===== src/rtl/adder_pkg.sv =====
// Shared definitions for the pipelined adder: operating-mode encodings and the
// stage-count helper used to size the pipeline at elaboration.
package adder_pkg;

    localparam logic MODE_ADD = 1'b0;
    localparam logic MODE_SUB = 1'b1;

    // Returns 0 for an illegal split so the caller can flag it at elaboration.
    function automatic int calc_stages(input int width, input int segment);
        if (segment < 1 || width < segment || (width % segment) != 0) begin
            return 0;
        end
        return width / segment;
    endfunction

endpackage


===== src/rtl/pipelined_adder_nb_if.sv =====
// Operand/result handshake bundle for the pipelined adder. The slave modport
// is the adder's view; master is the view of the block driving it.
interface pipelined_adder_nb_if #(
    parameter int WIDTH = 32
);
    logic             in_valid;
    logic             in_ready;
    logic [WIDTH-1:0] a;
    logic [WIDTH-1:0] b;
    logic             cin;
    logic             sub;
    logic             out_valid;
    logic             out_ready;
    logic [WIDTH-1:0] sum;
    logic             cout;
    logic             ovf;

    modport master (
        output in_valid, a, b, cin, sub, out_ready,
        input  in_ready, out_valid, sum, cout, ovf
    );

    modport slave (
        input  in_valid, a, b, cin, sub, out_ready,
        output in_ready, out_valid, sum, cout, ovf
    );
endinterface


===== src/rtl/adder_segment.sv =====
// One pipeline slice: a SEGMENT-bit ripple of full adders. Also exposes the
// carry into the slice MSB so the last stage can derive signed overflow.
module full_adder_1b (
    input  logic a_i,
    input  logic b_i,
    input  logic c_i,
    output logic s_o,
    output logic c_o
);
    assign s_o = a_i ^ b_i ^ c_i;
    assign c_o = (a_i & b_i) | (c_i & (a_i ^ b_i));
endmodule

module adder_segment #(
    parameter int SEGMENT = 8
) (
    input  logic [SEGMENT-1:0] a_i,
    input  logic [SEGMENT-1:0] b_i,
    input  logic               c_i,
    output logic [SEGMENT-1:0] sum_o,
    output logic               cout_o,
    output logic               cmsb_o
);
    logic [SEGMENT:0] carry;

    assign carry[0] = c_i;

    for (genvar i = 0; i < SEGMENT; i++) begin : g_bit
        full_adder_1b u_fa (
            .a_i (a_i[i]),
            .b_i (b_i[i]),
            .c_i (carry[i]),
            .s_o (sum_o[i]),
            .c_o (carry[i+1])
        );
    end

    assign cout_o = carry[SEGMENT];
    assign cmsb_o = carry[SEGMENT-1];
endmodule


===== src/rtl/pipelined_adder_nb.sv =====
// Pipelined WIDTH-bit adder/subtractor: one SEGMENT-bit slice resolved per
// stage, carry registered between stages, valid/ready on both sides.
module pipelined_adder_nb
    import adder_pkg::*;
#(
    parameter int WIDTH   = 32,
    parameter int SEGMENT = 8
) (
    input  logic                 clk,
    input  logic                 rst,
    pipelined_adder_nb_if.slave  bus
);
    localparam int STAGES_RAW = calc_stages(WIDTH, SEGMENT);
    localparam int STAGES     = (STAGES_RAW < 1) ? 1 : STAGES_RAW;
    localparam int LAST       = STAGES - 1;

    if (STAGES_RAW < 1) begin : g_bad_cfg
        $error("pipelined_adder_nb: WIDTH must be a positive multiple of SEGMENT");
    end

    logic [WIDTH-1:0]   a_q     [STAGES];
    logic [WIDTH-1:0]   b_q     [STAGES];
    logic [WIDTH-1:0]   s_q     [STAGES];
    logic               carry_q [STAGES];
    logic [STAGES-1:0]  v_q;
    logic               cmsb_q;

    logic [WIDTH-1:0]   a_in    [STAGES];
    logic [WIDTH-1:0]   b_in    [STAGES];
    logic [WIDTH-1:0]   s_in    [STAGES];
    logic               c_in    [STAGES];
    logic [STAGES-1:0]  v_in;
    logic [WIDTH-1:0]   s_d     [STAGES];
    logic [SEGMENT-1:0] seg_sum [STAGES];
    logic               seg_cout[STAGES];
    logic               seg_cmsb[STAGES];
    logic [STAGES-1:0]  adv;

    logic [WIDTH-1:0]   b_eff;
    logic               c_init;

    assign b_eff  = (bus.sub == MODE_ADD) ? bus.b : ~bus.b;
    assign c_init = (bus.sub == MODE_SUB) ? 1'b1 : bus.cin;

    for (genvar k = 0; k < STAGES; k++) begin : g_stage
        localparam logic [WIDTH-1:0] SLICE_MASK = WIDTH'({SEGMENT{1'b1}}) << (k * SEGMENT);

        if (k == 0) begin : g_head
            assign a_in[k] = bus.a;
            assign b_in[k] = b_eff;
            assign s_in[k] = '0;
            assign c_in[k] = c_init;
            assign v_in[k] = bus.in_valid;
        end else begin : g_body
            assign a_in[k] = a_q[k-1];
            assign b_in[k] = b_q[k-1];
            assign s_in[k] = s_q[k-1];
            assign c_in[k] = carry_q[k-1];
            assign v_in[k] = v_q[k-1];
        end

        adder_segment #(.SEGMENT(SEGMENT)) u_seg (
            .a_i    (a_in[k][k*SEGMENT +: SEGMENT]),
            .b_i    (b_in[k][k*SEGMENT +: SEGMENT]),
            .c_i    (c_in[k]),
            .sum_o  (seg_sum[k]),
            .cout_o (seg_cout[k]),
            .cmsb_o (seg_cmsb[k])
        );

        assign s_d[k] = (s_in[k] & ~SLICE_MASK) | (WIDTH'(seg_sum[k]) << (k * SEGMENT));
    end

    // A stage may load if it is empty or its own content moves on this cycle,
    // so any bubble downstream lets everything behind it advance.
    always_comb begin
        adv       = '0;
        adv[LAST] = !v_q[LAST] || bus.out_ready;
        for (int k = LAST - 1; k >= 0; k--) begin
            adv[k] = !v_q[k] || adv[k+1];
        end
    end

    always_ff @(posedge clk) begin
        if (rst) begin
            v_q    <= '0;
            cmsb_q <= 1'b0;
            for (int k = 0; k < STAGES; k++) begin
                a_q[k]     <= '0;
                b_q[k]     <= '0;
                s_q[k]     <= '0;
                carry_q[k] <= 1'b0;
            end
        end else begin
            for (int k = 0; k < STAGES; k++) begin
                if (adv[k]) begin
                    v_q[k]     <= v_in[k];
                    a_q[k]     <= a_in[k];
                    b_q[k]     <= b_in[k];
                    s_q[k]     <= s_d[k];
                    carry_q[k] <= seg_cout[k];
                end
            end
            if (adv[LAST]) begin
                cmsb_q <= seg_cmsb[LAST];
            end
        end
    end

    assign bus.in_ready  = adv[0];
    assign bus.out_valid = v_q[LAST];
    assign bus.sum       = s_q[LAST];
    assign bus.cout      = carry_q[LAST];
    assign bus.ovf       = cmsb_q ^ carry_q[LAST];

endmodule

===== src/flat_wrapper.sv =====
// flat-port wrapper written by rule: the top's interface ports become plain ports
module pipelined_adder_nb_flat import adder_pkg::*;
#(
    parameter int WIDTH   = 32,
    parameter int SEGMENT = 8
)
  (clk, rst, bus_in_valid, bus_a, bus_b, bus_cin, bus_sub, bus_out_ready, bus_in_ready, bus_out_valid, bus_sum, bus_cout, bus_ovf);
  pipelined_adder_nb_if #(.WIDTH(WIDTH)) bus_i ();
  input  logic clk;
  input  logic rst;
  input wire logic [$bits(bus_i.in_valid)-1:0] bus_in_valid;
  input wire logic [$bits(bus_i.a)-1:0] bus_a;
  input wire logic [$bits(bus_i.b)-1:0] bus_b;
  input wire logic [$bits(bus_i.cin)-1:0] bus_cin;
  input wire logic [$bits(bus_i.sub)-1:0] bus_sub;
  input wire logic [$bits(bus_i.out_ready)-1:0] bus_out_ready;
  output wire logic [$bits(bus_i.in_ready)-1:0] bus_in_ready;
  output wire logic [$bits(bus_i.out_valid)-1:0] bus_out_valid;
  output wire logic [$bits(bus_i.sum)-1:0] bus_sum;
  output wire logic [$bits(bus_i.cout)-1:0] bus_cout;
  output wire logic [$bits(bus_i.ovf)-1:0] bus_ovf;
  assign bus_i.in_valid = bus_in_valid;
  assign bus_i.a = bus_a;
  assign bus_i.b = bus_b;
  assign bus_i.cin = bus_cin;
  assign bus_i.sub = bus_sub;
  assign bus_i.out_ready = bus_out_ready;
  assign bus_in_ready = bus_i.in_ready;
  assign bus_out_valid = bus_i.out_valid;
  assign bus_sum = bus_i.sum;
  assign bus_cout = bus_i.cout;
  assign bus_ovf = bus_i.ovf;
  pipelined_adder_nb #(.WIDTH(WIDTH), .SEGMENT(SEGMENT)) u_core (.clk(clk), .rst(rst), .bus(bus_i));
endmodule

===== config.mk =====
export PLATFORM = sky130hd
export DESIGN_NAME = pipelined_adder_nb_flat
export DESIGN_NICKNAME = d
export VERILOG_FILES = /design/src/rtl/adder_pkg.sv /design/src/rtl/pipelined_adder_nb_if.sv /design/src/rtl/adder_segment.sv /design/src/rtl/pipelined_adder_nb.sv /design/src/flat_wrapper.sv
export SDC_FILE = /design/constraint.sdc
export NUM_CORES = 1
export LEC_CHECK = 0
export BUFFER_PORTS_ARGS = -buffer_cell sky130_fd_sc_hd__buf_2
export CELL_PAD_IN_SITES_DETAIL_PLACEMENT = 0
export CELL_PAD_IN_SITES_GLOBAL_PLACEMENT = 1
export CORE_ASPECT_RATIO = 0.8
export CORE_UTILIZATION = 40
export CTS_CLUSTER_DIAMETER = 30
export DETAILED_ROUTE_END_ITERATION = 16
export PLACE_DENSITY_LB_ADDON = 0.1
export REMOVE_ABC_BUFFERS = 1
export SYNTH_ARGS = -nofsm -noshare
export SYNTH_HDL_FRONTEND = slang
export SYNTH_SLANG_ARGS = --single-unit

===== constraint.sdc =====
create_clock -name clk -period 9.9 [get_ports clk]
set_input_delay 1.485 -clock clk [delete_from_list [all_inputs] [get_ports clk]]
set_output_delay 1.485 -clock clk [all_outputs]
set_load 0.005 [all_outputs]

Yosys cells after proc, flatten, opt, wreduce, memory -nomap -nowiden
Memories as Yosys holds them, arrays and structs flattened.
Cells that the tools add are included.
{"block": "totals", "wordCells": 230, "out_inout_bits": 36, "ramBits": 388, "n_memories": 4, "register_bits": 5, "inputBits": 70}
{"name": "u_core.a_q", "words": 4, "word_bits": 32, "rd": 3, "rd_ports_with_merged_regs": 0, "wr": 4, "line_no": "pipelined_adder_nb.sv:21", "rtl": "logic [WIDTH-1:0] a_q [STAGES];"}
{"name": "u_core.b_q", "words": 4, "word_bits": 32, "rd": 3, "rd_ports_with_merged_regs": 0, "wr": 4, "line_no": "pipelined_adder_nb.sv:22", "rtl": "logic [WIDTH-1:0] b_q [STAGES];"}
{"name": "u_core.s_q", "words": 4, "word_bits": 32, "rd": 4, "rd_ports_with_merged_regs": 0, "wr": 4, "line_no": "pipelined_adder_nb.sv:23", "rtl": "logic [WIDTH-1:0] s_q [STAGES];"}
{"name": "u_core.carry_q", "words": 4, "word_bits": 1, "rd": 4, "rd_ports_with_merged_regs": 0, "wr": 4, "line_no": "pipelined_adder_nb.sv:24", "rtl": "logic carry_q [STAGES];"}
{"block": "op_classes", "n_bitwise": 181, "mux": 32, "reduce_logical": 8}
{"cell": "$mux 32", "count": 13}
{"cell": "$xor 1x1->1", "count": 65}
{"cell": "$and 1x1->1", "count": 64}
{"cell": "$or 1x1->1", "count": 48}
{"cell": "$not 32->32", "count": 1}
{"cell": "$or 24x32->32", "count": 1}
{"cell": "$or 32x16->32", "count": 1}
{"cell": "$or 32x24->32", "count": 1}
{"cell": "$mux 1", "count": 19}
{"cell": "$logic_not 1->1", "count": 4}
{"cell": "$logic_or 1x1->1", "count": 4}

Logic depth before layout (Yosys ltp)
Gate-level depths: netlist of the first run.
{"block": "depth", "depth_word": 20, "ltp_mapped": 14, "mapped_depth_nobuf": 12}

Hierarchy
From an unflattened synthesis of the first run, not the netlist that was laid out.
{"block": "unflattened", "hier_cells": 535, "hier_area_um2": 8939.8}
{"module": "pipelined_adder_nb", "cells_each": 503, "n_inst": 1, "area_per_inst_um2": 8299.2, "seq_area_each_um2": 5505.3}
{"module": "full_adder_1b", "cells_each": 1, "n_inst": 32, "area_per_inst_um2": 20.0, "seq_area_each_um2": 0.0}

Worst setup path before layout of the first run
No wires, ideal clock.
{"block": "synth_path", "kind": "input to register", "startpoint": "input bus_sub", "endpoint": "memory u_core.s_q[0][7], data pin", "path_buffers": 2, "arrival_ns": 5.216, "stages": 14, "required_ns": 9.628, "setup_slack_ns": 4.413, "setup_time_ns": 0.272, "path_cell_list": "buf_2 buf_4 xnor2_1 fa_1 fa_1 fa_1 fa_1 fa_1 fa_1 fa_1 inv_1 fa_1 nand2b_1 a21oi_1"}
{"element": "start: declaration", "line_no": "flat_wrapper.sv:15", "rtl": "input wire logic [$bits(bus_i.sub)-1:0] bus_sub;"}
{"element": "end: declaration", "line_no": "pipelined_adder_nb.sv:23"}

==> impl_metrics.ini, run 1 <==
[worst_setup_path]
max_stage_delay_ns = 0.47
crit_arrival_ns = 5.64
reg2reg_depth = 12
endpoint_kind = flop
worst_path_dominant_cell_family = adder cells
path_depth = 14
r2r_slack_ns = 5.94
cp_slowest_cell = buf_4
cp_cell_sequence = buf_2 -> buf_4 -> xnor2_1 -> fa_1 -> fa_1 -> fa_1 -> fa_1 -> fa_1 -> fa_1 -> fa_1 -> inv_1 -> fa_1 -> nand2b_1 -> a21oi_1
cp_max_fo = 33
worst_ep_required_time_ns = 10.04
cp-start-kind = primary input
cp_num_buf_inv = 3
reg2reg_to = u_core.s_q[0][87]
timing.rr.start = u_core.carry_q[0][1]
critPathKind = primary input to flop
cpMostUsedCell = fa_1

[global_route]
grt_pass1_wl_mm = 24.34
track_usage = 0.1472
grt-busiest-layer = met2
grt_use_met3 = 0.03157
gr-total-overflow = 0
grt_pass1_vias = 4668
grt_max_degree = 105
grt_use_met1 = 0.1900
grt_antenna_before_repair = 0
met2_usage = 0.2455

[clocking]
post-cts-setup-buffer-count = 0
cts_buffer_depth = 2
clk_pin_slew_ns = 0.06
cts_sinks = 185
worstSkewPairLatency_ns = 0.42
numCtsBuffers = 17
cts-resized-gates = 0
cts_hold_buf = 0
root_buffer = clkbuf_16
cts_tree = built
h-tree-depth = 4

[yosys]
yosys.area.top_type = edfxtp_1
synth_area_per_cell_um2 = 15.06
seq_area_frac_synth = 0.6563
synth.distinct_cells = 29
ys_warn_count = 0
ys_seq_elements = 185
synthTopCellsByArea = edfxtp_1 64%, nor3b_1 10%, fa_1 7.6%
synth_top_area_frac = 0.6444
synthesis.area_um2 = 8388
syn-instance-count = 557

[timing]
timing.final.crit_share = 0.5565
skew_ns = 0.01072
finalCriticalPeriod_ns = 5.509
tightest_slew_ns = 0.8851
slew_violations = 0
finalSetupViolCount = 0
hold_viol = 0
timing.fmax_mhz = 181.5
rsz0062_at_grt = false
fin_setup_tns_ns = 0
relSlewSlack = 0.4099
setup_ws_ns = 4.391

[run]
maxCapViolCount = 0

[drt]
drc = 0
drtPass1Iterations = 4
vias = 4478
wirelength_mm = 14.86
wire_per_inst_um = 16.34
postRouteAntennaNets = 0
via_per_inst = 4.926
drtIter0Drc = 280

[layout]
drive_gt1_frac = 0.2233
layout_commonest_cell = edfxtp_1
nFillCells = 1810
area_delta_synth_final_pct = 14.11
antenna_cells = 0
final_area_um2 = 9572
final_cell_mix = 180 x edfxtp_1, 113 x nor3b_1, 104 x buf_2
final_net_count = 738

[floorplan]
initial_core_util = 0.4152
placementRows = 46
core_area_um2 = 20200
die_h_um = 131.5
io_pins = 106
fp.dieW_um = 163.9
dieArea_um2 = 21560

[min_path]
hold_path_depth = 2
hp-class = flop to flop
worstHoldStart = u_core.v_q[1]
hold_path_end = u_core.v_q[2]

[pwr]
p_total_uw = 1668
power_density_nw_per_um2 = 174.3
p_leak_uw = 0.003758
ir_drop_mv = 0.08764

[place]
portBuffers = 105
gp_congestion = 0.6911
place_hpwl_mm = 8.246
place_ws_ns = 3.900
place_area_um2 = 9050

[outcome]
outcome = completed
power by group:
| part | leakage (uW) | switching, uW | internal [uW] |
|---|---|---|---|
| clock network | 0.000255 | 264 | 364 |
| logic | 0.00132 | 58.2 | 61.5 |
| registers | 0.00218 | 12.6 | 909 |
| total | 0.00376 | 335 | 1330 |
logic make-up (layout without fill, tap and decap cells):
| family | Yosys count | after routing | share of synthesized area |
|---|---|---|---|
| flip-flops | 185 | 185 | 0.6563 |
| AND/OR/NAND/NOR | 161 | 161 | 0.1371 |
| buffers and inverters | 84 | 172 | 0.04788 |
| AO/OA/AOI/OAI | 62 | 62 | 0.04788 |
| XOR/XNOR | 33 | 33 | 0.03446 |
| adder cells (fa/ha/maj) | 32 | 32 | 0.07637 |
routing by layer:
metal | routed length, um | share of wire
met1 | 6757 | 0.45
met4 | 147 | 0.0099
met3 | 462 | 0.031
met5 | 0 | 0
met2 | 7490 | 0.50
cell usage after synthesis (all sizes together):
| master | n |
|---|---|
| a211oi | 31 |
| a21oi | 27 |
| and3b | 1 |
| and4b | 1 |
| buf | 29 |
| clkbuf | 24 |
| dfxtp | 5 |
| edfxtp | 180 |
| fa | 32 |
| inv | 31 |
| nand2 | 1 |
| nand2b | 29 |
| nand4b | 1 |
| nand4bb | 2 |
| nor2 | 1 |
| nor2b | 1 |
| nor3 | 10 |
| nor3b | 113 |
| o21ai | 1 |
| o21ba | 1 |
| o31ai | 2 |
| or3 | 1 |
| xnor2 | 31 |
| xor2 | 2 |
sequential cells by signal (all words and copies together), names as in the netlist:
register and cells:
u_core.v_q 4, u_core.carry_q 4, u_core.s_q 80, u_core.b_q 48, u_core.cmsb_q 1, u_core.a_q 48
how the worst max path moves through the flow:
stage	from	to	slack [ns]
floorplan	bus_out_ready	u_core.a_q[0][48]	4.15
detailed placement	bus_sub	u_core.s_q[0][7]	3.90
global placement	bus_sub	u_core.s_q[0][7]	3.98
global route	bus_sub	u_core.s_q[0][7]	4.19
CTS	bus_sub	u_core.s_q[0][7]	4.35
finish	bus_sub	u_core.s_q[0][7]	4.39
layout make-up:
type                            instances  area (um^2)  area share
Clock inverter                          6        77.57    0.008105
Tap cell                              264        330.3     0.03451
Clock buffer                           22        444.2     0.04641
Multi-Input combinational cell        288         2505      0.2617
Sequential cell                       185         5507      0.5753
Timing Repair Buffer                  113        591.8     0.06183
Inverter                               31        116.4     0.01216
worst register-to-register path, cell delays in order, from the launching register on:
cell and delay (ns):
edfxtp_1 0.36, inv_1 0.09, fa_1 0.18, inv_1 0.07, fa_1 0.39, fa_1 0.43
fa_1 0.43, fa_1 0.40, fa_1 0.39, fa_1 0.37, inv_1 0.07, fa_1 0.40
nor3_1 0.22
metrics by stage:
step	instances	utilization	hold WS (ns)
after floorplan	504	-	0.4497
after global placement	881	0.4480	0.4653
after detailed placement	881	0.4480	0.4873
after CTS	909	0.4738	0.4945
after global routing	909	0.4738	0.5370
final	909	0.4738	0.4941
(Power assumes the default switching activity.)
==> run 2: changes to the inputs <==
clock period = 4.6 ns   (was 9.9 ns; I/O delays follow)
==> run 2 against run 1 <==
- clock skew fell by 0.0051 ns
- core utilization up 0.71 points
- critical path depth is 1 lower
- total power is 130% higher
- cell count is 0.55% higher
==> impl_metrics.ini, run 2 (synthesized netlist as in run 1, its figures left out) <==
[timing]
slew_violations = 0
tightest_slew_ns = 0.9203
rsz0062_at_grt = false
relSlewSlack = 0.3864
finalSetupViolCount = 0
finalCriticalPeriod_ns = 4.239
hold_viol = 0
timing.final.crit_share = 0.9215
timing.fmax_mhz = 235.9
fin_setup_tns_ns = 0
skew_ns = 0.005610

[clocking]
h-tree-depth = 4
root_buffer = clkbuf_16
clk_pin_slew_ns = 0.06
cts_sinks = 185
cts_tree = built
numCtsBuffers = 17
cts_buffer_depth = 2
post-cts-setup-buffer-count = 0
worstSkewPairLatency_ns = 0.42
cts_hold_buf = 0
cts-resized-gates = 0

[drt]
dr.max_layer_used = met4
drtIter0Drc = 257
wirelength_mm = 15.27
wl_met2_mm = 7.677
dr_wl_met3_um = 612
vias = 4536
wire_per_inst_um = 16.70
drc = 0
via_per_inst = 4.963
met1_length_mm = 6.733
drtPass1Iterations = 4
postRouteAntennaNets = 0

[floorplan]
core_area_um2 = 20200
fp.dieW_um = 163.9
placementRows = 46
die_h_um = 131.5
io_pins = 106
dieArea_um2 = 21560
initial_core_util = 0.4152

[layout]
finalNonFillerCells = 914
final_net_count = 740
final_cell_mix = 180 x edfxtp_1, 113 x nor3b_1, 104 x buf_2
layout_commonest_cell = edfxtp_1
drive_gt1_frac = 0.2308
final_area_um2 = 9716
largest-register = u_core.s_q
largest_reg_flops = 80
top_regs = u_core.s_q: 80 flops, u_core.a_q: 48 flops, u_core.b_q: 48 flops
area_delta_synth_final_pct = 15.83
antenna_cells = 0

[pwr]
seqPwrFrac = 0.515
p_leak_uw = 0.003829
ir_drop_mv = 0.2145
pwr-share-clk = 0.417
swShare = 0.1952
comb_power_share = 0.068
p_int_uw = 3099
p_switching_uw = 751.8
power_density_nw_per_um2 = 396.3

[min_path]
hp-class = primary input to flop
worstHoldStart = bus_in_valid

[worst_setup_path]
worst_ep_required_time_ns = 4.74
endpoint_kind = flop
critPathKind = primary input to flop
startpoint = bus_sub
cp-start-kind = primary input
crit_arrival_ns = 4.38
timing.rr.start = u_core.carry_q[0][1]
cp_max_fo = 3

[global_route]
grt_pass1_vias = 4744
track_usage = 0.1532
grt_pass1_wl_mm = 25.10
gr-total-overflow = 0
grt_max_degree = 98
grt_antenna_before_repair = 1

[place]
gp_congestion = 0.6876
dp.cells = 883
place_hpwl_mm = 8.692
place_area_um2 = 9077
portBuffers = 105

[run]
maxCapViolCount = 0

[outcome]
outcome = completed
run 2: changes by cell type in the layout (fill, tap and decap cells not counted), sizes merged:
cell    change
buf         +2
clkinv      +1
bufinv      +4
clkbuf      -2
run 2: stage by stage:
step / hold WS (ns) / util / setup slack (ns) / power, uW
floorplan: 0.4497 / - / -0.3523 / 2162
finish: 0.4936 / 0.4809 / 0.3609 / 3851
CTS: 0.4745 / 0.4809 / 0.3465 / 3887
global route: 0.5038 / 0.4809 / 0.2154 / 4001
detailed placement: 0.5148 / 0.4493 / -0.09346 / 2285
global placement: 0.4707 / 0.4493 / 0.003470 / 2278
run 2: power groups by stage:
stage	clock network, uW	logic [uW]	registers, uW
2_1_floorplan	0	144	2020
3_3_place_gp	0	261	2020
3_5_place_dp	0	266	2020
4_1_cts	1640	268	1980
5_1_grt	1710	300	1990
6_report	1610	262	1980
run 2: per-layer routing:
metal,global-route usage,vias up
li1,-,2175
met1,0.1956,2239
met2,0.2571,104
met3,0.02872,18
met4,0.05864,0
met5,0,-
run 2: critical path, stage by stage:
cell and delay, ns:
buf_2 0.12, xnor2_1 0.14, fa_1 0.41, fa_1 0.38, fa_1 0.40, fa_1 0.42, fa_1 0.42, fa_1 0.40
fa_1 0.37, inv_1 0.09, fa_1 0.42, nand2b_1 0.08, a21oi_1 0.04
run 2: final timing paths:
path	slack, ns	endpoint	cells past startpoint
worst min register to register	0.52	u_core.cmsb_q	2
worst min-delay path	0.49	u_core.v_q[0]	3
worst max register to register	0.67	u_core.s_q[0][87]	12
worst max-delay path	0.36	u_core.s_q[0][7]	13
run 2: final cells by class:
type                       instances  area [um^2]
clock inverter                    11        201.4
timing repair buffer             115        619.3
fill                            1785        10490
tap                              264        330.3
sequential                       185         5507
multi-input combinational        288         2505
inverter                          31        116.4
clock buffer                      20        436.7
==> run 3: changes to the inputs <==
ABC_AREA = 1   (was default)
CORE_UTILIZATION = 30   (was 40)
==> run 3 against run 2 <==
- fmax increased by 2.6%
- hold slack got worse by 0.044 ns
- combinational power is 5% lower
- first-iteration DRC count decreased by 28%
- sequential power hardly changed
- core utilization fell by 12 points
- cell count grew 23%
- total power fell by 7.4%
- sequential share of layout area rose by 1.6 points
- via count fell by 6.3%
- critical path type unchanged
==> impl_metrics.ini, run 3 <==
[drt]
wire_per_inst_um = 11.96
drtPass1Iterations = 4
wirelength_mm = 13.47
drtIter0Drc = 186
vias = 4249
drc = 0
postRouteAntennaNets = 0
via_per_inst = 3.774

[timing]
slew_violations = 0
finalCriticalPeriod_ns = 4.131
holdWs_ns = 0.4494
relSlewSlack = 0.2882
timing.fmax_mhz = 242.1
hold_viol = 0
timing.final.crit_share = 0.8980
skew_ns = 0.01372
fin_setup_tns_ns = 0
tightest_slew_ns = 1.064
finalSetupViolCount = 0
setup_ws_ns = 0.4694
rsz0062_at_grt = false

[layout]
antenna_cells = 0
top_regs = u_core.s_q: 80 flops, u_core.a_q: 48 flops, u_core.b_q: 48 flops
multi_input_area_um2 = 1753
final_cell_mix = 181 x nor2_1, 180 x edfxtp_1, 172 x inv_1
seq_area_um2 = 5505
layout_commonest_cell = nor2_1
largest_reg_flops = 80
area_delta_synth_final_pct = 17.49
final_net_count = 858
finalNonFillerCells = 1126
largest-register = u_core.s_q
drive_gt1_frac = 0.1977
nFillCells = 2659

[floorplan]
core_area_um2 = 26330
fp.dieW_um = 185.0
die_h_um = 148.4
io_pins = 106
initial_core_util = 0.3054
dieArea_um2 = 27460
placementRows = 53

[worst_setup_path]
timing.rr.start = u_core.carry_q[0][1]
cp_cell_sequence = buf_2 -> xnor2_1 -> fa_1 -> fa_1 -> fa_1 -> fa_1 -> fa_1 -> fa_1 -> fa_1 -> inv_1 -> fa_1 -> inv_1 -> nor2_1
cp_max_fo = 3
max_stage_delay_ns = 0.42
cp-start-kind = primary input
critPathKind = primary input to flop
cp_slowest_cell = fa_1
cpMostUsedCell = fa_1
endpoint_kind = flop
startpoint = bus_sub
worst_ep_required_time_ns = 4.75
crit_arrival_ns = 4.28

[clocking]
cts_tree = built
post-cts-setup-buffer-count = 0
cts_hold_buf = 0
cts-resized-gates = 0
cts_buffer_depth = 2
worstSkewPairLatency_ns = 0.42
cts_sinks = 185
root_buffer = clkbuf_16
numCtsBuffers = 17
h-tree-depth = 4
clk_pin_slew_ns = 0.07

[global_route]
grt_pass1_vias = 4410
grt_antenna_before_repair = 0
grt_pass1_wl_mm = 21.87
gr-total-overflow = 0
track_usage = 0.1061
grt_max_degree = 58

[place]
gp_congestion = 0.7037
portBuffers = 105
place_ws_ns = -0.008378
place_hpwl_mm = 8.455
dp.cells = 1094

[yosys]
synth_edf_count = 180
yosys.area.top_type = edfxtp_1
synth_area_per_cell_um2 = 12.37
syn-instance-count = 650
ys_warn_count = 0
seq_area_frac_synth = 0.6847
synthesis.area_um2 = 8040
synthTopCellsByArea = edfxtp_1 67%, nor2_1 8.5%, inv_1 8.0%
synth.most_common_cell = nor2_1
synth_top_area_frac = 0.6723
synth.distinct_cells = 19
synth_common_cells = 181 x nor2_1, 180 x edfxtp_1, 172 x inv_1
ys_seq_elements = 185
async_flop_share = 0
synthFlopType = edfxtp_1

[min_path]
worstHoldStart = rst
hp-class = primary input to flop

[run]
maxCapViolCount = 0

[pwr]
ir_drop_mv = 0.2421
p_leak_uw = 0.004130
power_density_nw_per_um2 = 377.4

[outcome]
outcome = completed
[run 3: layer usage]
| metal | GRT usage | wire [um] | share of wire | vias to the layer above |
|---|---|---|---|---|
| met3 | 0.02449 | 455 | 0.034 | 11 |
| met4 | 0.04091 | 152 | 0.011 | 0 |
| li1 | - | - | - | 2175 |
| met5 | 0 | 0 | 0 | - |
| met2 | 0.1808 | 6750 | 0.50 | 68 |
| met1 | 0.1304 | 6112 | 0.45 | 1995 |
[run 3: path summary, 6_finish.rpt]
kind,end,slack (ns),depth (start not counted)
max reg2reg,u_core.s_q[0][87],0.82,12
max,u_core.s_q[0][7],0.47,13
min,u_core.v_q[3],0.45,2
min reg2reg,u_core.v_q[2],0.49,2
[run 3: worst max-delay path, delay by kind of cell]
family / cells / cell delay [ns]
XOR/XNOR: 1 / 0.14
adder cells (fa/ha/maj): 8 / 3.16
buffers and inverters: 3 / 0.25
AND/OR/NAND/NOR: 1 / 0.04
[run 3: kinds of logic after synthesis]
group	Yosys count	share of synthesized area
AND/OR/NAND/NOR	201	0.09742
buffers and inverters	196	0.1004
flip-flops	185	0.6847
XOR/XNOR	33	0.03595
adder cells (fa/ha/maj)	32	0.07968
AO/OA/AOI/OAI	3	0.001867
[run 3: final cells by class]
cell class	instances	area share
clock buffers	19	0.04583
clock inverters	13	0.01020
inverters	173	0.06874
multi-input cells	269	0.1856
flip-flops and latches	185	0.5828
well taps	357	0.04728
repair buffers	110	0.05960
[run 3: stage by stage]
step	total power, uW	instance area [um^2]	utilization
3_3_place_gp	2278	8917	0.3387
4_1_cts	3628	9447	0.3588
3_5_place_dp	2281	8917	0.3387
2_1_floorplan	2174	7883	-
6_report	3565	9447	0.3588
5_1_grt	3740	9447	0.3588
[run 3: power breakdown]
part / switching (uW) / leakage (uW) / internal (uW)
combinational: 139 / 0.00170 / 110
sequential: 31.1 / 0.00218 / 1950
clock: 635 / 0.000248 / 696
